[src/rtl/nrisc_ula_pkg.sv]
// ---------------------------------------------------------------------------
// nrisc_ula_pkg
// Shared definitions for the NRISC ALU (ULA) issue/retire block:
//   - bit positions inside the {M,Z,C} flag vector
//   - op_cond encodings (condition under which an op executes)
//   - issue FSM state encoding
//   - ULA_ctrl command constants ([3:1] = operation, [0] = variant)
// ---------------------------------------------------------------------------
package nrisc_ula_pkg;

  // Flag vector layout, shared by ULA_flags and the architectural flags.
  localparam int FLG_M = 2;  // result negative (MSB set)
  localparam int FLG_Z = 1;  // result zero
  localparam int FLG_C = 0;  // carry / borrow

  localparam int FLAGS_W = 3;

  // Execution condition carried with every op.
  typedef enum logic [1:0] {
    COND_AL = 2'b00,  // always
    COND_Z  = 2'b01,  // only if Z set
    COND_C  = 2'b10,  // only if C set
    COND_M  = 2'b11   // only if M set
  } cond_e;

  // Issue/retire FSM.
  typedef enum logic [1:0] {
    ST_IDLE = 2'b00,  // waiting for an op
    ST_EXEC = 2'b01,  // ULA samples its registered inputs this cycle
    ST_CAPT = 2'b10,  // ULA result valid, captured at the end of this cycle
    ST_WB   = 2'b11   // result presented to the register file
  } state_e;

  // ULA_ctrl commands. The issue block passes op_ctrl through untouched;
  // these names exist so decode and the bench speak the same language.
  localparam logic [3:0] ULA_ADD  = 4'b0000;
  localparam logic [3:0] ULA_SUB  = 4'b0001;
  localparam logic [3:0] ULA_AND  = 4'b0010;
  localparam logic [3:0] ULA_OR   = 4'b0100;
  localparam logic [3:0] ULA_XOR  = 4'b0110;
  localparam logic [3:0] ULA_PASS = 4'b1110;

endpackage : nrisc_ula_pkg

[src/rtl/nrisc_ula_cond_eval.sv]
// ---------------------------------------------------------------------------
// nrisc_ula_cond_eval
// Purely combinational condition check: decides whether an op with the given
// op_cond executes, based on the current architectural flags.
// Ports:
//   cond   in  2  op_cond encoding (see cond_e)
//   flags  in  3  architectural flags {M,Z,C}
//   take   out 1  1 = op executes, 0 = op is consumed without effect
// ---------------------------------------------------------------------------
module nrisc_ula_cond_eval
  import nrisc_ula_pkg::*;
(
  input  logic [1:0]         cond,
  input  logic [FLAGS_W-1:0] flags,
  output logic               take
);

  always_comb begin
    // NOTE: take gets a value before the case so that no path through the
    // block leaves it unassigned; otherwise a latch would be inferred.
    take = 1'b1;
    case (cond)
      COND_AL: take = 1'b1;
      COND_Z:  take = flags[FLG_Z];
      COND_C:  take = flags[FLG_C];
      COND_M:  take = flags[FLG_M];
      default: take = 1'b1;
    endcase
  end

endmodule : nrisc_ula_cond_eval

[src/rtl/nrisc_ula_issue.sv]
// ---------------------------------------------------------------------------
// nrisc_ula_issue
// Issue/retire side of the NRISC ALU (ULA) interface. Takes one op per
// op_valid/op_ready handshake, drives registered ULA_A/ULA_B/ULA_ctrl, waits
// out the ULA's one-cycle registered latency, then captures ULA_OUT/ULA_flags
// into a write-back buffer and maintains the architectural flag register.
//
// Timeline of a taken op (edges are rising clk edges):
//   E0 accept   : ula_a/ula_b/ula_ctrl loaded, IDLE/WB -> EXEC
//   E1          : ULA registers its inputs,     EXEC -> CAPT
//   E2 capture  : wb_* and (optionally) flags_q loaded, CAPT -> WB
//   wb_valid is high after E2, i.e. two cycles after the accept edge.
//
// Parameters:
//   TAM   datapath width (must match the ULA)
//   REGW  destination register index width
// Ports:
//   clk, rst                 clock, synchronous active-high reset
//   op_valid/op_ready        op handshake from decode
//   op_ctrl/op_a/op_b        ULA command and operands
//   op_dst                   write-back register index
//   op_setf                  1 = op updates flags_q
//   op_cond                  execution condition against flags_q
//   ula_a/ula_b/ula_ctrl     registered ULA inputs
//   ula_out/ula_flags        ULA result and {minus,zero,carry}
//   wb_valid/wb_ready        write-back handshake to the register file
//   wb_data/wb_dst           write-back payload
//   flags_q                  architectural flags {M,Z,C}
// ---------------------------------------------------------------------------
module nrisc_ula_issue
  import nrisc_ula_pkg::*;
#(
  parameter int TAM  = 16,
  parameter int REGW = 4
) (
  input  logic               clk,
  input  logic               rst,

  input  logic               op_valid,
  output logic               op_ready,
  input  logic [3:0]         op_ctrl,
  input  logic [TAM-1:0]     op_a,
  input  logic [TAM-1:0]     op_b,
  input  logic [REGW-1:0]    op_dst,
  input  logic               op_setf,
  input  logic [1:0]         op_cond,

  output logic [TAM-1:0]     ula_a,
  output logic [TAM-1:0]     ula_b,
  output logic [3:0]         ula_ctrl,
  input  logic [TAM-1:0]     ula_out,
  input  logic [FLAGS_W-1:0] ula_flags,

  output logic               wb_valid,
  input  logic               wb_ready,
  output logic [TAM-1:0]     wb_data,
  output logic [REGW-1:0]    wb_dst,

  output logic [FLAGS_W-1:0] flags_q
);

  state_e          r_state;
  logic [REGW-1:0] r_dst;   // destination of the op currently in flight
  logic            r_setf;  // flag-update request of the op in flight

  logic            w_take;
  logic            w_accept;
  logic            w_issue;

  // Condition is checked against the architectural flags. Those are written
  // at the capture edge, which always precedes the next possible accept, so
  // no forwarding from ula_flags is needed.
  nrisc_ula_cond_eval u_cond_eval (
    .cond  (op_cond),
    .flags (flags_q),
    .take  (w_take)
  );

  // Accepting in WB is only allowed when the pending result retires on the
  // same edge, so the write-back buffer is never overwritten while held.
  assign op_ready = (r_state == ST_IDLE) || ((r_state == ST_WB) && wb_ready);
  assign w_accept = op_valid && op_ready;
  assign w_issue  = w_accept && w_take;

  // NOTE: every register below is updated with non-blocking assignments so
  // all of them see the pre-edge values of each other, as real flops do.
  always_ff @(posedge clk) begin
    if (rst) begin
      // NOTE: reset clears the whole datapath including ula_* and wb_*,
      // so nothing stale is visible downstream after reset; r_dst/r_setf
      // are cleared too because there are only a handful of bits.
      r_state  <= ST_IDLE;
      r_dst    <= '0;
      r_setf   <= 1'b0;
      ula_a    <= '0;
      ula_b    <= '0;
      ula_ctrl <= '0;
      wb_valid <= 1'b0;
      wb_data  <= '0;
      wb_dst   <= '0;
      flags_q  <= '0;
    end else begin
      case (r_state)
        ST_IDLE: begin
          // A false-condition op is consumed here and simply disappears.
          if (w_issue) begin
            ula_a    <= op_a;
            ula_b    <= op_b;
            ula_ctrl <= op_ctrl;
            r_dst    <= op_dst;
            r_setf   <= op_setf;
            r_state  <= ST_EXEC;
          end
        end

        ST_EXEC: begin
          // ULA samples ula_* on this edge; its result appears one cycle later.
          r_state <= ST_CAPT;
        end

        ST_CAPT: begin
          wb_data  <= ula_out;
          wb_dst   <= r_dst;
          wb_valid <= 1'b1;
          if (r_setf) begin
            flags_q <= ula_flags;
          end
          r_state <= ST_WB;
        end

        ST_WB: begin
          // Result is held until the register file takes it. On the retire
          // edge a new op may be accepted; if its condition fails it is
          // dropped and the block idles.
          if (wb_ready) begin
            wb_valid <= 1'b0;
            if (w_issue) begin
              ula_a    <= op_a;
              ula_b    <= op_b;
              ula_ctrl <= op_ctrl;
              r_dst    <= op_dst;
              r_setf   <= op_setf;
              r_state  <= ST_EXEC;
            end else begin
              r_state <= ST_IDLE;
            end
          end
        end

        default: r_state <= ST_IDLE;
      endcase
    end
  end

endmodule : nrisc_ula_issue

[config.mk]
export PLATFORM = sky130hd
export DESIGN_NAME = nrisc_ula_issue
export DESIGN_NICKNAME = d
export VERILOG_FILES = /design/src/rtl/nrisc_ula_pkg.sv /design/src/rtl/nrisc_ula_cond_eval.sv /design/src/rtl/nrisc_ula_issue.sv
export SDC_FILE = /design/constraint.sdc
export NUM_CORES = 1
export LEC_CHECK = 0
export BUFFER_PORTS_ARGS = -buffer_cell sky130_fd_sc_hd__buf_2
export CORE_ASPECT_RATIO = 1.25
export CORE_MARGIN = 5
export CORE_UTILIZATION = 48
export CTS_BUF_LIST = sky130_fd_sc_hd__clkbuf_8
export DETAILED_ROUTE_END_ITERATION = 7
export PLACE_DENSITY = 0.87
export SYNTH_ARGS = -nofsm -noshare
export SYNTH_HDL_FRONTEND = slang
export SYNTH_HIERARCHICAL = 1
export SYNTH_SLANG_ARGS = --single-unit
[constraint.sdc]
create_clock -name clk -period 2.1 [get_ports clk]
set_input_delay 0.105 -clock clk [delete_from_list [all_inputs] [get_ports clk]]
set_output_delay 0.105 -clock clk [all_outputs]
set_load 0.05 [all_outputs]
[After elaboration in Yosys (flattened, before gate mapping)]
Cells that the tools add are included.
W data, S select, Z words.
Operators by class
  reduce and logical (&&, ||, !) cells: 12
  multiplexer cells: 22
  eq/ne operators: 8
Operator list (count)
  $mux W16: 4
  $pmux W16 S2: 2
  $mux W4: 4
  $pmux W4 S2: 2
  $eq A2 B2 Y1 const B: 4
  $pmux W2 S4: 1
  $reduce_and A2 Y1: 4
  $eq A2 B1 Y1 const B: 2
  $logic_not A2 Y1: 2
  $mux W1: 4
  $mux W2: 2
  $ne A2 B2 Y1 const B: 2
  $pmux W1 S2: 2
  $pmux W1 S4: 1
  $reduce_bool A2 Y1: 2
  $logic_and A1 B1 Y1: 3
  $logic_or A1 B1 Y1: 1
Word-level totals
  output and inout port bits: 61
  word-level logic and storage cells: 52
  bits in registers: 67
  input bits: 66

[Longest topological paths before layout]
Gate-level depths: netlist of run 1.
  depth in word-level cells: 8
  depth in mapped cells: 7
  depth with buffers taken out: 5

[Cells and area by module]
Netlist of run 1, hierarchy kept.
By module, submodules not included
  nrisc_ula_issue: area an instance 2625.0 um2, times used 1, sequential area each 1341.3 um2, cells each 293
  nrisc_ula_cond_eval: area an instance 27.5 um2, times used 1, sequential area each 0.0 um2, cells each 3

[Worst setup path before layout of run 1]
OpenSTA, ideal clock, no wires.
  path kind: register to register
  start: register flags_q[2]
  end: register r_dst[0]
  setup slack: 0.399 ns
  cell stages (with the launch flop): 8
  arrival time: 1.631 ns
  period minus slack after synthesis: 1.701 ns
  data required time: 2.030 ns
  buffers on the path: 2
  setup time: 0.070 ns
  cell sequence: dfxtp_1 > mux2i_1 > a21oi_1 > and2_1 > buf_1 > buf_2 > nand3_1 > a21oi_1
On the way
  cells in the longest elaborated chain, start to end: 5
RTL lines
  from (decl): RTL line nrisc_ula_issue.sv:59  | output logic [FLAGS_W-1:0] flags_q
  from (signal assigned): RTL line nrisc_ula_issue.sv:126  | flags_q <= ula_flags;
  $pmux W1 S4 (*): RTL line nrisc_ula_cond_eval.sv:22  | case (cond)
  named net w_take: RTL line nrisc_ula_issue.sv:66  | logic w_take;
  $logic_and A1 B1 Y1 (*): RTL line nrisc_ula_issue.sv:83  | assign w_issue = w_accept && w_take;
  $mux W4 (*)
  $mux W4
  $pmux W4 S2 (*)
  to (signal assigned): RTL line nrisc_ula_issue.sv:110  | r_dst <= op_dst;
  to (signal assigned): RTL line nrisc_ula_issue.sv:141  | r_dst <= op_dst;
  to (decl): RTL line nrisc_ula_issue.sv:63  | logic [REGW-1:0] r_dst;
Mark *: on every way through the listed nets, which the timed path passes. The rest lies on a longest branch. The select of a mux whose other input is x is not followed.
A chain may end at the register's enable or synchronous reset.

[Worst setup path after layout of run 1]
  start: register r_state[0]
  end: output port op_ready
On the way
  cells in the longest elaborated chain, start to end: 3
  elaborated cells between the ends (all ways): 4
  classes of those cells: eq/ne: 1; reduce/logical: 3
RTL lines
  from (decl): RTL line nrisc_ula_issue.sv:62  | state_e r_state;
  from (signal assigned): RTL line nrisc_ula_issue.sv:92  | r_state <= ST_IDLE;
  from (signal assigned): RTL line nrisc_ula_issue.sv:112  | r_state <= ST_EXEC;
  from (signal assigned): RTL line nrisc_ula_issue.sv:118  | r_state <= ST_CAPT;
  $eq A2 B2 Y1: RTL line nrisc_ula_issue.sv:81  | assign op_ready = (r_state == ST_IDLE) || ((r_state == ST_WB) && wb_ready);
  $logic_and A1 B1 Y1: RTL line nrisc_ula_issue.sv:81
  $logic_or A1 B1 Y1 (*): RTL line nrisc_ula_issue.sv:81
  to (decl): RTL line nrisc_ula_issue.sv:40  | output logic op_ready,
Every way passes the cells marked *; elsewhere a longest branch is shown, timed or not.

==> results.json, run 1 <==
{
  "status": "finished clean",
  "wl_per_cell_um": 14.3,
  "antenna_found_initial": 0,
  "io_pins": 127,
  "synth_fp_nets": 366,
  "drv_cap": 0,
  "die-area_um2": 7120,
  "layout.nets": 486,
  "synth_area_leader_cell": "dfxtp_1",
  "cp-end-kind": "output port",
  "drt-vias-per-instance": 5.29,
  "p_clk_share_pct": 23.8,
  "yosys-top-cells-area": "dfxtp_1 51%, a21oi_1 8.9%, nand3_1 8.7%",
  "post-route-period-util_pct": 79.5,
  "postSynthAreaPerCell_um2": 8.96,
  "mostFrequentLayoutCells": "126 x buf_2, 67 x dfxtp_1, 47 x a21oi_1, 46 x nand3_1, 29 x o21ai_0",
  "dp.final_hpwl_um": 4970,
  "max_freq_mhz": 599,
  "fin_hold_ws_ns": 0.00409,
  "critical_path_class": "register to output port",
  "p_sw_mw": 1.68,
  "overflow": 0,
  "cp-endpoint": "op_ready",
  "synth-seq-cells": 67,
  "timing.rr.end": "ula_a[6]$_SDFFE_PP0P_",
  "instances_no_fill": 484,
  "syn_inst": 296,
  "required_ns": 2.00,
  "cts_root_buffer": "clkbuf_8",
  "ant_nets": 0,
  "htreeDepth": 3,
  "worstMarginPinSlew_ns": 0.540,
  "cts_setup_buffers": 0,
  "n_fill_cell": 478,
  "reg2reg_from": "r_state[0]$_SDFFE_PP0P_",
  "leakage_nw": 1.56,
  "arrival_ns": 1.56,
  "grt_pass1_wl_um": 10900,
  "coreArea_um2": 5410,
  "ys_warn_count": 6,
  "crit_fanout": 6,
  "intPower_mw": 2.39,
  "wirelength_um": 6910,
  "startpoint": "r_state[0]$_SDFFE_PP0P_",
  "final_core_util_pct": 64.2,
  "cts.path.max_buffers": 2,
  "seq_area_frac_synth_pct": 50.6,
  "num_rows": 30,
  "finalSetupViolCount": 0,
  "grt_max_degree": 42,
  "pwr-share-comb_pct": 39.4,
  "fin_skew_ns": 0.00662,
  "hold_viol_final": 0,
  "synth_top_area_share_pct": 50.6,
  "p_seq_share_pct": 36.7,
  "fin_setup_tns_ns": 0,
  "diodes": 0,
  "slew_headroom_pct": 64.0,
  "grt_pass1_vias": 2563,
  "cts.clk_slew.worst_paths_ns": 0.07,
  "cts_buffers": 9,
  "grt_use_total_pct": 19.0,
  "hp-class": "primary input to register",
  "power.total_mw": 4.08,
  "route.vias.total": 2559,
  "gp_congestion": 0.776,
  "insertion_delay_ns": 0.33,
  "cts_tree": "yes",
  "syn_area_um2": 2650,
  "start_util_pct": 49.1,
  "start_kind": "register",
  "post-place-cells": 469,
  "postCtsResizedCells": 0,
  "io_buffers": 126,
  "drc": 0,
  "drt_iter0_drc": 144,
  "first_pass_iters": 4,
  "peakVddDrop_mv": 0.721,
  "area_growth_pct": 30.9,
  "hold_buffers": 0,
  "swShare_pct": 41.3,
  "clock_sinks": 67,
  "drive_gt1_share_pct": 36.4,
  "layout_min_cycle_time_ns": 1.67,
  "drv_slew": 0,
  "pwr_density_cell_nw_per_um2": 1170,
  "die_w_um": 76.5,
  "die_h_um": 93.1,
  "final_common_cell": "buf_2",
  "synth.distinct_cells": 28,
  "rsz0062_at_grt": "false",
  "r2r_setup_slack_ns": 0.45,
  "rr_worst_depth": 5
}
-- synth_stat cells --
library cell   n
o21ai_0       29
mux2i_2        1
nand3_1       46
mux2i_1       21
inv_1          2
and2_1         1
mux2_4         1
clkbuf_2       3
o21ai_2        1
or2b_1         1
buf_2         12
nor2b_1        1
nor3b_2        1
and2b_1        1
a31oi_1        1
buf_1          2
nor2_1        21
ha_1           4
nand2_1        7
buf_6          4
o21ai_1       11
clkbuf_1       6
o211ai_1       1
a21o_1         2
a21oi_1       47
a21bo_2        1
nand2b_1       1
dfxtp_1       67
-- worst min-delay path by stage --
stage	from	slack, ns	depth (start not counted)	end
floorplan	ula_out[10]	0.25	2	wb_data[10]$_SDFFE_PP0P_
global placement	ula_out[6]	0.34	3	wb_data[6]$_SDFFE_PP0P_
detailed placement	ula_out[15]	0.35	3	wb_data[15]$_SDFFE_PP0P_
CTS	ula_out[1]	0.001	3	wb_data[1]$_SDFFE_PP0P_
global route	op_a[8]	0.008	3	ula_a[8]$_SDFFE_PP0P_
finish	ula_out[1]	0.004	3	wb_data[1]$_SDFFE_PP0P_
-- layer usage --
layer | global-route usage [%] | wire length, um
met1 | 18.3 | 2630
met4 | 8.75 | 121
met3 | 6.55 | 521
met2 | 35.7 | 3630
met5 | 0 | 0
-- stage by stage --
step,setup WS (ns),cell area [um^2]
floorplan,0.399,2650
global placement,0.542,3300
detailed placement,0.448,3300
CTS,0.442,3470
global route,0.268,3470
finish,0.430,3470
-- sequential cells by signal, indices dropped and copies added, names as in the netlist --
name and cells:
wb_data 16, wb_valid 1, ula_b 16, r_setf 1, ula_ctrl 4, ula_a 16
r_state 2, wb_dst 4, r_dst 4, flags_q 3
-- final cells by class --
cell class / instances / area [um^2] / area share, %
flip-flops and latches: 67 / 1340 / 38.6
multi-input cells: 200 / 1160 / 33.5
repair buffers: 136 / 706 / 20.3
clock buffers: 9 / 124 / 3.57
well taps: 64 / 80.1 / 2.31
clock inverters: 6 / 51.3 / 1.48
inverters: 2 / 7.51 / 0.216
-- critical path, cell delays in order (launching register included) --
cell      delay [ns]
dfxtp_1         0.39
ha_1            0.34
nand2_1         0.13
nand2b_1        0.10
buf_2           0.27
-- kinds of logic after synthesis --
| logic type | count (synthesis) | synth area share, % |
|---|---|---|
| compound gates | 93 | 18.2 |
| mux | 23 | 9.01 |
| simple gates | 80 | 14.4 |
| buf+inv | 29 | 5.94 |
| fa+ha+maj | 4 | 1.89 |
| flops | 67 | 50.6 |
-- power groups by stage --
stage	Clock, mW	Sequential (mW)	Combinational (mW)
finish	0.972	1.50	1.61
global placement	0	1.52	1.59
global route	1.05	1.52	1.74
CTS	0.985	1.50	1.62
detailed placement	0	1.52	1.62
floorplan	0	1.93	0.909
(Power assumes the default switching activity.)
==> inputs of run 2 (changes only) <==
--- a/config.mk
+++ b/config.mk
@@ -8,10 +8,10 @@
 export BUFFER_PORTS_ARGS = -buffer_cell sky130_fd_sc_hd__buf_2
 export CORE_ASPECT_RATIO = 1.25
 export CORE_MARGIN = 5
-export CORE_UTILIZATION = 48
+export CORE_UTILIZATION = 43
 export CTS_BUF_LIST = sky130_fd_sc_hd__clkbuf_8
 export DETAILED_ROUTE_END_ITERATION = 7
-export PLACE_DENSITY = 0.87
+export PLACE_DENSITY = 0.82
 export SYNTH_ARGS = -nofsm -noshare
 export SYNTH_HDL_FRONTEND = slang
 export SYNTH_HIERARCHICAL = 1
==> constraint.sdc (replaced) <==
create_clock -name clk -period 1.5 [get_ports clk]
set_input_delay 0.075 -clock clk [delete_from_list [all_inputs] [get_ports clk]]
set_output_delay 0.075 -clock clk [all_outputs]
set_load 0.05 [all_outputs]
==> run 2 against run 1 <==
  * Clock power is 84% higher
  * Combinational power increased by 66%
  * Total power up 61%
  * Critical path depth is 1 higher
  * Cell count up 16%
  * Highest routed layer unchanged
  * Clock skew increased by 0.0023 ns
  * First-iteration DRC count increased by 22%
==> results.json, run 2 (synthesized netlist as in run 1, its figures left out) <==
{
  "status": "finished clean",
  "die_w_um": 80.3,
  "wirelength_um": 8190,
  "peakVddDrop_mv": 0.844,
  "crit_chain": "inv_2 > ha_4 > buf_4 > nand2b_4 > buf_6",
  "io_pins": 127,
  "num_rows": 32,
  "cp-end-kind": "output port",
  "drt-vias-per-instance": 5.06,
  "die-area_um2": 7850,
  "startpoint": "r_state[1]$_SDFFE_PP0P_",
  "start_util_pct": 43.6,
  "arrival_ns": 1.36,
  "mostFrequentLayoutCells": "125 x buf_2, 62 x dfxtp_1, 53 x dlygate4sd3_1, 46 x nand3_1, 46 x a21oi_1",
  "grt_max_degree": 68,
  "rr_worst_depth": 6,
  "pre_cts_ws_ns": -0.0440,
  "slew_headroom_pct": 80.6,
  "cts_tree": "yes",
  "fin_skew_ns": 0.00888,
  "layout.nets": 541,
  "cp-endpoint": "op_ready",
  "final_core_util_pct": 69.6,
  "worstMarginPinSlew_ns": 0.291,
  "route.vias.total": 2838,
  "grt_pass1_vias": 2888,
  "hold_viol_final": 0,
  "post-place-cells": 492,
  "n_fill_cell": 493,
  "diodes": 0,
  "drive_gt1_share_pct": 35.7,
  "critPathTopFamily": "flip-flops",
  "drt_iter0_drc": 176,
  "r2r_setup_slack_ns": 0.09,
  "grt_use_total_pct": 20.8,
  "timing.rr.end": "wb_data[10]$_SDFFE_PP0P_",
  "insertion_delay_ns": 0.33,
  "wl_per_cell_um": 14.6,
  "cts_setup_buffers": 0,
  "layout_min_cycle_time_ns": 1.44,
  "drv_slew": 0,
  "regArea_um2": 1360,
  "cts_buffers": 9,
  "clock_sinks": 67,
  "antenna_found_initial": 0,
  "leakage_nw": 1.86,
  "dp.final_hpwl_um": 4840,
  "finalSetupViolCount": 0,
  "critical-path-max-stage-delay_ns": 0.38,
  "die_h_um": 97.8,
  "setup_slack_ns": 0.0633,
  "pwr_density_cell_nw_per_um2": 1550,
  "cts_root_buffer": "clkbuf_8",
  "largest_registers": "ula_a: 16 flops, ula_b: 16 flops, wb_data: 16 flops",
  "htreeDepth": 3,
  "start_kind": "register",
  "overflow": 0,
  "required_ns": 1.42,
  "critical_path_class": "register to output port",
  "drc": 0,
  "worstSetupPathDepth": 5,
  "grt_pass1_wl_um": 13000,
  "first_pass_iters": 4,
  "path_buf_inv": 3,
  "cts.path.max_buffers": 2,
  "reg2reg_from": "r_state[0]$_SDFFE_PP0P_",
  "drv_cap": 0,
  "instances_no_fill": 561,
  "io_buffers": 126,
  "post-route-period-util_pct": 95.8,
  "gp_congestion": 0.733,
  "power.total_mw": 6.58,
  "coreArea_um2": 6090,
  "hp-class": "primary input to register",
  "multi_input_area_um2": 1210,
  "crit_fanout": 4,
  "final_common_cell": "buf_2",
  "area_growth_pct": 59.7,
  "ant_nets": 0,
  "cts.clk_slew.worst_paths_ns": 0.07,
  "crit_slowest_cell": "dfxtp_4",
  "max_freq_mhz": 696
}
[run 2: cell count changes in the layout (fill, tap and decap cells not counted), sizes merged]
cell,previous run,this run
dlygate4sd3,0,53
buf,136,138
bufinv,1,3
inv,5,3
clkbuf,9,10
[run 2: worst register-to-register path, stage by stage (launching register included)]
cell,delay (ns)
dfxtp_4,0.37
inv_2,0.08
buf_4,0.11
ha_1,0.19
buf_4,0.23
mux2i_1,0.23
nor2_1,0.07
[run 2: layout make-up]
class | count | area share (%)
multi-input combinational | 200 | 28.6
inverter | 2 | 0.177
clock buffer | 10 | 3.25
tap | 85 | 2.51
clock inverter | 6 | 2.45
sequential | 67 | 32.0
timing repair buffer | 191 | 31.0
[run 2: worst min path at each step]
stage            startpoint                       end  slack (ns)  cells past startpoint
6_report        ula_out[12]  wb_data[12]$_SDFFE_PP0P_        0.01                      3
5_1_grt             op_a[3]     ula_a[3]$_SDFFE_PP0P_       0.008                      3
4_1_cts             op_a[5]     ula_a[5]$_SDFFE_PP0P_      0.0005                      3
3_5_place_dp    ula_out[15]  wb_data[15]$_SDFFE_PP0P_        0.32                      3
3_3_place_gp     ula_out[0]   wb_data[0]$_SDFFE_PP0P_        0.31                      3
2_1_floorplan  ula_flags[0]   flags_q[0]$_SDFFE_PP0P_        0.21                      2
[run 2: layer usage]
layer | vias up | share of wire (%) | global-route usage, %
met2 | 108 | 53 | 35.6
met5 | - | 0 | 0
li1 | 1390 | - | -
met4 | 0 | 3.7 | 12.1
met3 | 25 | 6.0 | 5.17
met1 | 1315 | 38 | 23.0
[run 2: stage by stage]
step / hold WS [ns] / TNS [ns] / cell area, um^2
after floorplan: 0.212 / 0 / 2660
after global placement: 0.307 / 0 / 3400
after detailed placement: 0.321 / -1.22 / 3400
after CTS: 0.000512 / 0 / 4190
after global routing: 0.00797 / -0.0169 / 4240
final: 0.0144 / 0 / 4240
[run 2: power by group]
part	internal (mW)	switching, mW	total (mW)	leakage, nW
registers	1.99	0.126	2.12	0.547
clock network	1.14	0.653	1.79	0.127
logic	0.952	1.72	2.67	1.19
total	4.08	2.50	6.58	1.86
[run 2: repair_timing]
| item | 4_1_cts | 5_1_grt |
|---|---|---|
| hold buffers | 53 | 0 |
| pin swaps | 0 | 2 |
| endpoints found under the hold margin | 53 | 0 |
| resized for setup | 7 | 10 |
| setup endpoints to repair | 42 | 55 |
==> inputs of run 3 (changes only) <==
--- a/config.mk
+++ b/config.mk
@@ -8,11 +8,10 @@
 export BUFFER_PORTS_ARGS = -buffer_cell sky130_fd_sc_hd__buf_2
 export CORE_ASPECT_RATIO = 1.25
 export CORE_MARGIN = 5
-export CORE_UTILIZATION = 43
+export CORE_UTILIZATION = 42
 export CTS_BUF_LIST = sky130_fd_sc_hd__clkbuf_8
 export DETAILED_ROUTE_END_ITERATION = 7
-export PLACE_DENSITY = 0.82
+export PLACE_DENSITY = 0.81
 export SYNTH_ARGS = -nofsm -noshare
 export SYNTH_HDL_FRONTEND = slang
-export SYNTH_HIERARCHICAL = 1
 export SYNTH_SLANG_ARGS = --single-unit
==> run 3 against run 2 <==
  * The flow now finishes with violations (setup timing)
  * Die area decreased by 2.1%
  * Area after synthesis decreased by 4.6%
  * Global-route usage increased by 0.50 points
  * Utilization increased by 1.7 points
==> results.json, run 3 <==
{
  "status": "finished, violations left",
  "violations": "setup timing",
  "drc": 0,
  "cts_buffers": 9,
  "io_buffers": 126,
  "hold_viol_final": 0,
  "die_w_um": 79.4,
  "final_common_cell": "buf_2",
  "fin_setup_tns_ns": -4.15,
  "io_pins": 127,
  "grt_max_degree": 35,
  "start_util_pct": 43.5,
  "dp.final_hpwl_um": 4770,
  "grt_use_total_pct": 21.3,
  "seq_area_frac_synth_pct": 53.0,
  "pwr_density_cell_nw_per_um2": 1130,
  "setup_slack_ns": -0.208,
  "layout.nets": 553,
  "worstMarginPinSlew_ns": 0.340,
  "arrival_ns": 1.93,
  "cp-end-kind": "register",
  "pre_cts_ws_ns": -0.200,
  "drive_gt1_share_pct": 35.7,
  "synth-seq-cells": 67,
  "wirelength_um": 8120,
  "first_pass_iters": 4,
  "route.vias.total": 2764,
  "cts.path.max_buffers": 2,
  "start_kind": "register",
  "mostFrequentLayoutCells": "125 x buf_2, 87 x nand2_1, 62 x dfxtp_1, 57 x dlygate4sd3_1, 46 x a21oi_1",
  "rsz0062_at_grt": "true",
  "drt_iter0_drc": 120,
  "layout_min_cycle_time_ns": 1.71,
  "num_rows": 31,
  "synth.distinct_cells": 27,
  "slew_headroom_pct": 76.9,
  "wl_per_cell_um": 14.7,
  "synth_edf_count": 0,
  "leakage_nw": 1.87,
  "synth_top_area_share_pct": 53.0,
  "instances_no_fill": 554,
  "cts_root_buffer": "clkbuf_8",
  "ys_warn_count": 0,
  "drv_slew": 0,
  "area_growth_pct": 64.0,
  "htreeDepth": 3,
  "drt-vias-per-instance": 4.99,
  "die_h_um": 96.8,
  "clock_sinks": 67,
  "synth_fp_nets": 358,
  "synth_ff_type": "dfxtp_1",
  "hp-class": "primary input to register",
  "cts.clk_slew.worst_paths_ns": 0.06,
  "antenna_found_initial": 1,
  "post-place-cells": 474,
  "drv_cap": 0,
  "coreArea_um2": 5820,
  "post-route-period-util_pct": 114,
  "largest_registers": "ula_a: 16 flops, ula_b: 16 flops, wb_data: 16 flops",
  "syn_area_um2": 2530,
  "async_flop_share_pct": 0,
  "critical_path_class": "register to register",
  "postSynthAreaPerCell_um2": 8.78,
  "crit_fanout": 5,
  "yosysMostFrequentCell": "nand2_1",
  "yosys-top-cells-area": "dfxtp_1 53%, nand2_1 13%, a21oi_1 9.1%",
  "fin_skew_ns": 0.00763,
  "max_freq_mhz": 586,
  "finalSetupViolCount": 43,
  "grt_pass1_wl_um": 12900,
  "required_ns": 1.72,
  "synth_area_leader_cell": "dfxtp_1",
  "peakVddDrop_mv": 0.602,
  "grt_pass1_vias": 2833,
  "overflow": 0,
  "cts_tree": "yes",
  "n_fill_cell": 421,
  "gp_congestion": 0.863,
  "ant_nets": 0,
  "die-area_um2": 7690,
  "fin_hold_ws_ns": 0.0197,
  "insertion_delay_ns": 0.32,
  "synth_commonest_cells": "87 x nand2_1, 67 x dfxtp_1, 46 x a21oi_1",
  "syn_inst": 288
}
run 3: power by group:
group	internal, mW	total (mW)	switching (mW)
Clock	0.615	1.23	0.612
Combinational	0.603	1.49	0.883
Sequential	1.91	1.98	0.0701
Total	3.13	4.69	1.57
run 3: worst paths after layout:
| check | start | to | slack, ns | cells past startpoint |
|---|---|---|---|---|
| hold reg to reg | ula_a[8]$_SDFFE_PP0P_ | ula_a[8]$_SDFFE_PP0P_ | 0.45 | 2 |
| hold / removal | ula_out[9] | wb_data[9]$_SDFFE_PP0P_ | 0.02 | 3 |
| setup reg to reg | r_state[1]$_SDFFE_PP0P_ | r_state[0]$_SDFFE_PP0P_ | -0.21 | 6 |
| setup / recovery | r_state[1]$_SDFFE_PP0P_ | r_state[0]$_SDFFE_PP0P_ | -0.21 | 6 |
run 3: routing by layer:
metal,part of all wire [%],global-route usage (%),vias up
met5,0,0,-
met4,5.6,14.0,0
met3,3.9,3.25,38
met2,55,39.5,95
met1,36,21.2,1292
li1,-,-,1339
run 3: layout make-up:
cell class              count  area (um^2)  area share, %
repair buffers            202         1430           34.5
multi-input cells         200         1110           26.7
well taps                  66         82.6           1.99
inverters                   3         11.3          0.271
flip-flops and latches     67         1350           32.6
clock inverters             5         22.5          0.543
diodes                      1         2.50         0.0603
clock buffers              10          138           3.32
run 3: through the flow:
| stage | instance area, um^2 | util [%] | total power, mW |
|---|---|---|---|
| after floorplan | 2550 | - | 2.87 |
| after global placement | 3260 | 56.0 | 3.19 |
| after detailed placement | 3260 | 56.0 | 3.21 |
| after CTS | 4130 | 71.0 | 4.70 |
| after global routing | 4150 | 71.3 | 4.92 |
| final | 4150 | 71.3 | 4.69 |
run 3: kinds of logic (layout without fill, tap and decap cells):
family,count (synthesis),after routing,share of synthesized area (%)
and+or+nand+nor,120,120,19.3
DFF,67,67,53.0
AOI/OAI and AO/OA,54,54,12.5
muxes,22,22,8.70
buffers and inverters,21,220,4.55
adders and majority gates,4,4,1.98
other,0,1,0
run 3: worst max-delay path: stages, from the launching register on:
cell and delay, ns:
dfxtp_2 0.36, inv_2 0.06, ha_4 0.17, and2_4 0.13, a221o_1 0.32, or4_1 0.49, o31ai_1 0.09
run 3: repair_timing:
item | in CTS | in global routing
cloned | 2 | 0
endpoints found under the setup margin | 43 | 51
setup buffers | 4 | 1
resized for setup | 14 | 4
hold buffers | 57 | 0
endpoints found under the hold margin | 57 | 0
